### src/rtl/mcycle_sched_pkg.sv
// Shared types and constants for the multicycle multiply/divide scheduler.
package mcycle_sched_pkg;

    // Scheduler FSM states.
    typedef enum logic [1:0] {
        ST_IDLE = 2'd0,
        ST_RUN  = 2'd1,
        ST_WB   = 2'd2
    } state_e;

    // Operation type handed to the arithmetic unit.
    typedef enum logic {
        OP_MUL = 1'b0,
        OP_DIV = 1'b1
    } op_e_t;

    // Default RUN budget: a 32-cycle divide plus margin.
    localparam int TIMEOUT_DEFAULT = 40;

    // Register-number comparator used by the hazard detector.
    function automatic logic reg_match(input logic [3:0] a, input logic [3:0] b);
        return (a == b);
    endfunction

endpackage

### src/rtl/mcycle_hazard.sv
// Decode-stage hazard detection against an in-flight multicycle instruction.
// Flags a structural hazard (another multicycle op) or a RAW/WAW hazard on
// the destination register still owned by the multicycle unit.
module mcycle_hazard
    import mcycle_sched_pkg::*;
(
    input  logic       busy,
    input  logic [3:0] busy_rd,
    input  logic       dec_valid,
    input  logic       dec_mcycle,
    input  logic [3:0] dec_rn,
    input  logic [3:0] dec_rm,
    input  logic [3:0] dec_rd,
    output logic       hazard
);

    logic reg_hit_s;

    // Combine the structural and register-dependency conditions.
    always_comb begin
        reg_hit_s = reg_match(dec_rn, busy_rd) |
                    reg_match(dec_rm, busy_rd) |
                    reg_match(dec_rd, busy_rd);
        if (busy && dec_valid) begin
            hazard = dec_mcycle | reg_hit_s;
        end else begin
            hazard = 1'b0;
        end
    end

endmodule

### src/rtl/mcycle_sched.sv
// Multicycle multiply/divide scheduler: launches the arithmetic unit, stalls
// dependent Decode instructions, inserts the result write into a free slot and
// aborts with a sticky error if the unit never completes.
module mcycle_sched
    import mcycle_sched_pkg::*;
#(
    parameter int TIMEOUT = TIMEOUT_DEFAULT
) (
    input  logic       CLK,
    input  logic       Reset_n,
    input  logic       start_e,
    input  logic       op_e,
    input  logic [3:0] rd_e,
    input  logic       flush_e,
    input  logic       m_done,
    input  logic       dec_valid,
    input  logic       dec_mcycle,
    input  logic [3:0] dec_rn,
    input  logic [3:0] dec_rm,
    input  logic [3:0] dec_rd,
    input  logic       wb_slot_busy,
    output logic       m_start,
    output logic       m_op,
    output logic       stall_fd,
    output logic       out_valid,
    output logic [3:0] wb_rd,
    output logic       busy,
    output logic       err_timeout
);

    localparam int               CNT_W    = (TIMEOUT > 1) ? $clog2(TIMEOUT) : 1;
    localparam logic [CNT_W-1:0] CNT_LAST = CNT_W'(TIMEOUT - 1);

    state_e           state_r;
    state_e           state_s;
    logic [CNT_W-1:0] cnt_r;
    op_e_t            op_r;
    logic [3:0]       rd_r;
    logic             m_start_r;
    logic             err_r;
    logic             accept_s;
    logic             timeout_s;
    logic             out_valid_s;
    logic             busy_s;
    logic             hazard_s;

    // Next-state and control decode; m_done wins over timeout on the last cycle.
    always_comb begin
        state_s     = state_r;
        accept_s    = 1'b0;
        timeout_s   = 1'b0;
        out_valid_s = 1'b0;
        busy_s      = 1'b0;
        case (state_r)
            ST_IDLE: begin
                if (start_e && !flush_e) begin
                    state_s  = ST_RUN;
                    accept_s = 1'b1;
                end else begin
                    state_s  = ST_IDLE;
                end
            end
            ST_RUN: begin
                busy_s = 1'b1;
                if (m_done) begin
                    state_s = ST_WB;
                end else if (cnt_r == CNT_LAST) begin
                    state_s   = ST_IDLE;
                    timeout_s = 1'b1;
                end else begin
                    state_s = ST_RUN;
                end
            end
            ST_WB: begin
                busy_s = 1'b1;
                if (!wb_slot_busy) begin
                    out_valid_s = 1'b1;
                    state_s     = ST_IDLE;
                end else begin
                    state_s     = ST_WB;
                end
            end
            default: begin
                state_s = ST_IDLE;
            end
        endcase
    end

    // FSM state register.
    always_ff @(posedge CLK) begin
        if (!Reset_n) begin
            state_r <= ST_IDLE;
        end else begin
            state_r <= state_s;
        end
    end

    // Latched operands, launch pulse, saturating RUN counter and sticky error.
    always_ff @(posedge CLK) begin
        if (!Reset_n) begin
            cnt_r     <= '0;
            op_r      <= OP_MUL;
            rd_r      <= 4'd0;
            m_start_r <= 1'b0;
            err_r     <= 1'b0;
        end else begin
            m_start_r <= accept_s;
            if (accept_s) begin
                op_r  <= op_e_t'(op_e);
                rd_r  <= rd_e;
                cnt_r <= '0;
            end else if ((state_r == ST_RUN) && (cnt_r != CNT_LAST)) begin
                cnt_r <= cnt_r + CNT_W'(1);
            end
            if (timeout_s) begin
                err_r <= 1'b1;
            end
        end
    end

    mcycle_hazard u_hazard (
        .busy       (busy_s),
        .busy_rd    (rd_r),
        .dec_valid  (dec_valid),
        .dec_mcycle (dec_mcycle),
        .dec_rn     (dec_rn),
        .dec_rm     (dec_rm),
        .dec_rd     (dec_rd),
        .hazard     (hazard_s)
    );

    // The write slot is released in the out_valid cycle, so the stall drops with it.
    assign stall_fd    = hazard_s & ~out_valid_s;
    assign out_valid   = out_valid_s;
    assign busy        = busy_s;
    assign m_start     = m_start_r;
    assign m_op        = op_r;
    assign wb_rd       = rd_r;
    assign err_timeout = err_r;

endmodule

### config.mk
export PLATFORM = sky130hd
export DESIGN_NAME = mcycle_sched
export DESIGN_NICKNAME = d
export VERILOG_FILES = /design/src/rtl/mcycle_sched_pkg.sv /design/src/rtl/mcycle_hazard.sv /design/src/rtl/mcycle_sched.sv
export SDC_FILE = /design/constraint.sdc
export NUM_CORES = 1
export LEC_CHECK = 0
export BUFFER_PORTS_ARGS = -buffer_cell sky130_fd_sc_hd__buf_2
export CORE_MARGIN = 3
export CORE_UTILIZATION = 25
export CTS_CLUSTER_SIZE = 16
export DETAILED_ROUTE_END_ITERATION = 8
export PLACE_DENSITY = 0.46
export SLEW_MARGIN = 40
export SYNTH_ARGS = -nofsm -noshare
export SYNTH_HDL_FRONTEND = slang
export SYNTH_HIERARCHICAL = 1
export SYNTH_SLANG_ARGS = --single-unit
### constraint.sdc
create_clock -name CLK -period 1.91 [get_ports CLK]
set_input_delay 0.4775 -clock CLK [delete_from_list [all_inputs] [get_ports CLK]]
set_output_delay 0.4775 -clock CLK [all_outputs]
set_load 0.005 [all_outputs]
==> flow_summary.ini <==
[drt]
dr.pass1.iters = 2
routed.top_layer = met4
vias = 777
met2WireLength_um = 912
routed_via_density = 4.491
m1WireLength_um = 876
route.met3.wl_um = 99
antenna_left = 0
drc = 0
wire_per_inst_um = 11.23
drt_iter0_markers = 20
wl_mm = 1.943

[cts]
holdBufCountCts = 0
cts.htree.levels = 1
cts_made_buffers = 3
clk_pin_slew_worst_paths_ns = 0.10
cts_tree = built
clk_latency_ns = 0.30
cts.path.max_buffers = 2
root_buffer = clkbuf_4
clock-sinks = 15

[placement]
dp_slack_ns = 0.1760
place_inst = 166
place_hpwl_mm = 1.497
io_buffers = 34
gp_congestion = 0.6879

[floorplan]
dieArea_mm2 = 0.004244
die_y_um = 65.15
die_width_um = 65.15
ios = 35
core_mm2 = 0.003203
start_util_pct = 27.30
num_rows = 20

[worst_setup_path]
cpPeakStageDelay_ns = 0.35
critPathLaunchType = register
reg2reg_slack_ns = 0.41
regToRegStartpoint = state_r[0]
critical_path_class = reg -> out
crit_chain = inv_2 -> ha_4 -> nand2_1 -> a31oi_1 -> nor2b_1 -> buf_2
crit_path_max_fanout = 2
slowest_stage = dfxtp_2
r2r_cells = 6
crit_start = state_r[0]
r2r-end = cnt_r[5]
cp.arrival_ns = 1.37
endpoint = stall_fd
end_kind = output pin
worstPathRequired_ns = 1.43

[timing]
slew_violations = 0
finalSetupTns_ns = 0
min_period_ns = 1.846
rsz0062_at_grt = false
max_freq_mhz = 541.7
whs_ns = 0.4065
period_share_pct = 96.64
worst_pin_slew_ns = 0.4002
hold_violations = 0
relSlewSlack_pct = 73.18
setup_slack_ns = 0.06410
finClkSkew_ns = 0.006389
setup_viol = 0

[yosys]
synth_area_um2 = 874.6
synth_nets = 122
yosys.area_share.simple_pct = 20.89
netlist_instances = 92
synth_xor_area_share_pct = 13.02
synth_top_family_by_area = simple AND/OR/NAND/NOR gates
synth_cell_types = 28
syn_area_per_cell_um2 = 9.506
synth-compound-area-share_pct = 10.87
synthMuxAreaShare_pct = 9.156
synthAdderAreaFrac_pct = 7.153
ys_ff_latch = 15
ys_seq_area_share_pct = 34.33
yosysWarningCount = 6

[global_routing]
grt_max_degree = 15
grt_pass1_vias = 733
antenna_found_initial = 0
grt_pass1_wl_mm = 3.070
grt_overflow_total = 0
track_usage_pct = 9.467

[worst_hold_path]
hold_path.class = in -> reg

[final_layout]
drive_gt1_share_pct = 44.96
regArea_um2 = 315.3
final_nets = 160
diodes = 0
area_growth_pct = 34.62
layoutNonFillerInstCount = 173
multiInputGateArea_um2 = 569.3
fillers = 369

[power_and_ir_drop]
p_leak_nw = 0.5228
total_power_mw = 0.6546
p_per_area_mw_per_mm2 = 556.0
vdd_drop_max_uv = 249.0

[run]
drv_cap = 0

[status]
status = completed
==> repair_timing <==
action / 4_1_cts / 5_1_grt
endpoints found under the setup margin: 1 / 1
resized for setup: 5 / 10
pin swaps: 0 / 0
setup buffers: 2 / 1
==> layout make-up <==
class	count	area share, %
Inverter	4	1.275
Timing Repair Buffer	37	16.37
Clock inverter	1	0.6376
Sequential cell	15	26.78
Tap cell	44	4.676
Clock buffer	3	1.913
Multi-Input combinational cell	69	48.35
==> how the worst min path moves through the flow <==
stage / startpoint / end / slack [ns] / cells after the start
floorplan: cnt_r[5] / cnt_r[5] / 0.46 / 2
global placement: err_timeout / err_timeout / 0.47 / 2
detailed placement: err_timeout / err_timeout / 0.47 / 2
CTS: rd_e[0] / wb_rd[0] / 0.40 / 3
global route: op_e / m_op / 0.40 / 3
finish: rd_e[0] / wb_rd[0] / 0.41 / 3
==> kinds of logic after synthesis <==
group / count (synthesis)
fa+ha+maj: 5
simple gates: 32
xor+xnor: 13
buf+inv: 8
mux: 8
compound gates: 11
flops: 15
==> critical path, delay by kind of cell, from the launching register on <==
family	cells	cell delay, ns
flops	1	0.35
fa+ha+maj	1	0.25
simple gates	2	0.18
buf+inv	2	0.16
compound gates	1	0.12
==> cells in the mapped netlist <==
library cell	n	area share, %
nor2_1	10	4.3
nand2_1	2	0.86
clkbuf_1	1	0.43
a21oi_1	4	2.3
dfxtp_1	15	34
a2bb2o_4	1	2.3
inv_1	4	1.7
nand2b_1	1	0.72
a41oi_1	2	2.0
nor2b_1	2	1.4
a21boi_4	1	2.1
and4bb_4	1	1.9
nand3b_2	1	1.3
a31oi_1	1	0.72
o21ai_0	1	0.57
mux2i_1	8	9.2
or3_1	1	0.72
a22oi_1	1	0.86
nand3_1	6	3.4
xnor2_1	12	12
xor2_1	1	1.0
nand4_1	4	2.9
nand3_2	1	1.1
buf_6	1	1.3
buf_2	2	1.1
nand3b_1	2	1.7
ha_1	5	7.2
nor3_1	1	0.57
==> through the flow <==
| step | util (%) | instance area [um2] |
|---|---|---|
| detailed placement | 33.55 | 1075 |
| finish | 36.76 | 1177 |
| global route | 36.76 | 1177 |
| CTS | 35.16 | 1126 |
| global placement | 33.55 | 1075 |
| floorplan | - | 874.6 |
==> report_power, final <==
| group | switching, mW | total, mW | internal, mW |
|---|---|---|---|
| clock network | 0.111 | 0.191 | 0.0799 |
| logic | 0.0551 | 0.129 | 0.0739 |
| registers | 0.0132 | 0.335 | 0.321 |
| total | 0.179 | 0.655 | 0.475 |
==> cell usage in the layout, fill, tap and decap left out, drive strengths merged <==
| cell type | count |
|---|---|
| o21ai | 1 |
| a22oi | 1 |
| nor2b | 2 |
| nand4 | 4 |
| dfxtp | 15 |
| clkbuf | 3 |
| xor2 | 1 |
| a41oi | 2 |
| nand2b | 1 |
| ha | 5 |
| a21boi | 1 |
| and4bb | 1 |
| mux2i | 8 |
| inv | 4 |
| a2bb2o | 1 |
| nand3 | 7 |
| a31oi | 1 |
| nor2 | 10 |
| or3 | 1 |
| buf | 37 |
| clkinvlp | 1 |
| xnor2 | 12 |
| nand3b | 3 |
| nor3 | 1 |
| nand2 | 2 |
| a21oi | 4 |
==> sequential cells by signal, indices dropped and copies added (netlist names) <==
register / flops
cnt_r: 6
err_timeout: 1
m_op: 1
m_start: 1
state_r: 2
wb_rd: 4
==> per-layer routing <==
| metal | vias to the layer above | GRT usage (%) |
|---|---|---|
| met5 | - | 0 |
| met4 | 0 | 6.995 |
| met3 | 7 | 1.709 |
| met2 | 17 | 15.07 |
| met1 | 358 | 11.34 |
| li1 | 395 | - |
Note: power is estimated with default switching activity, not from simulation.
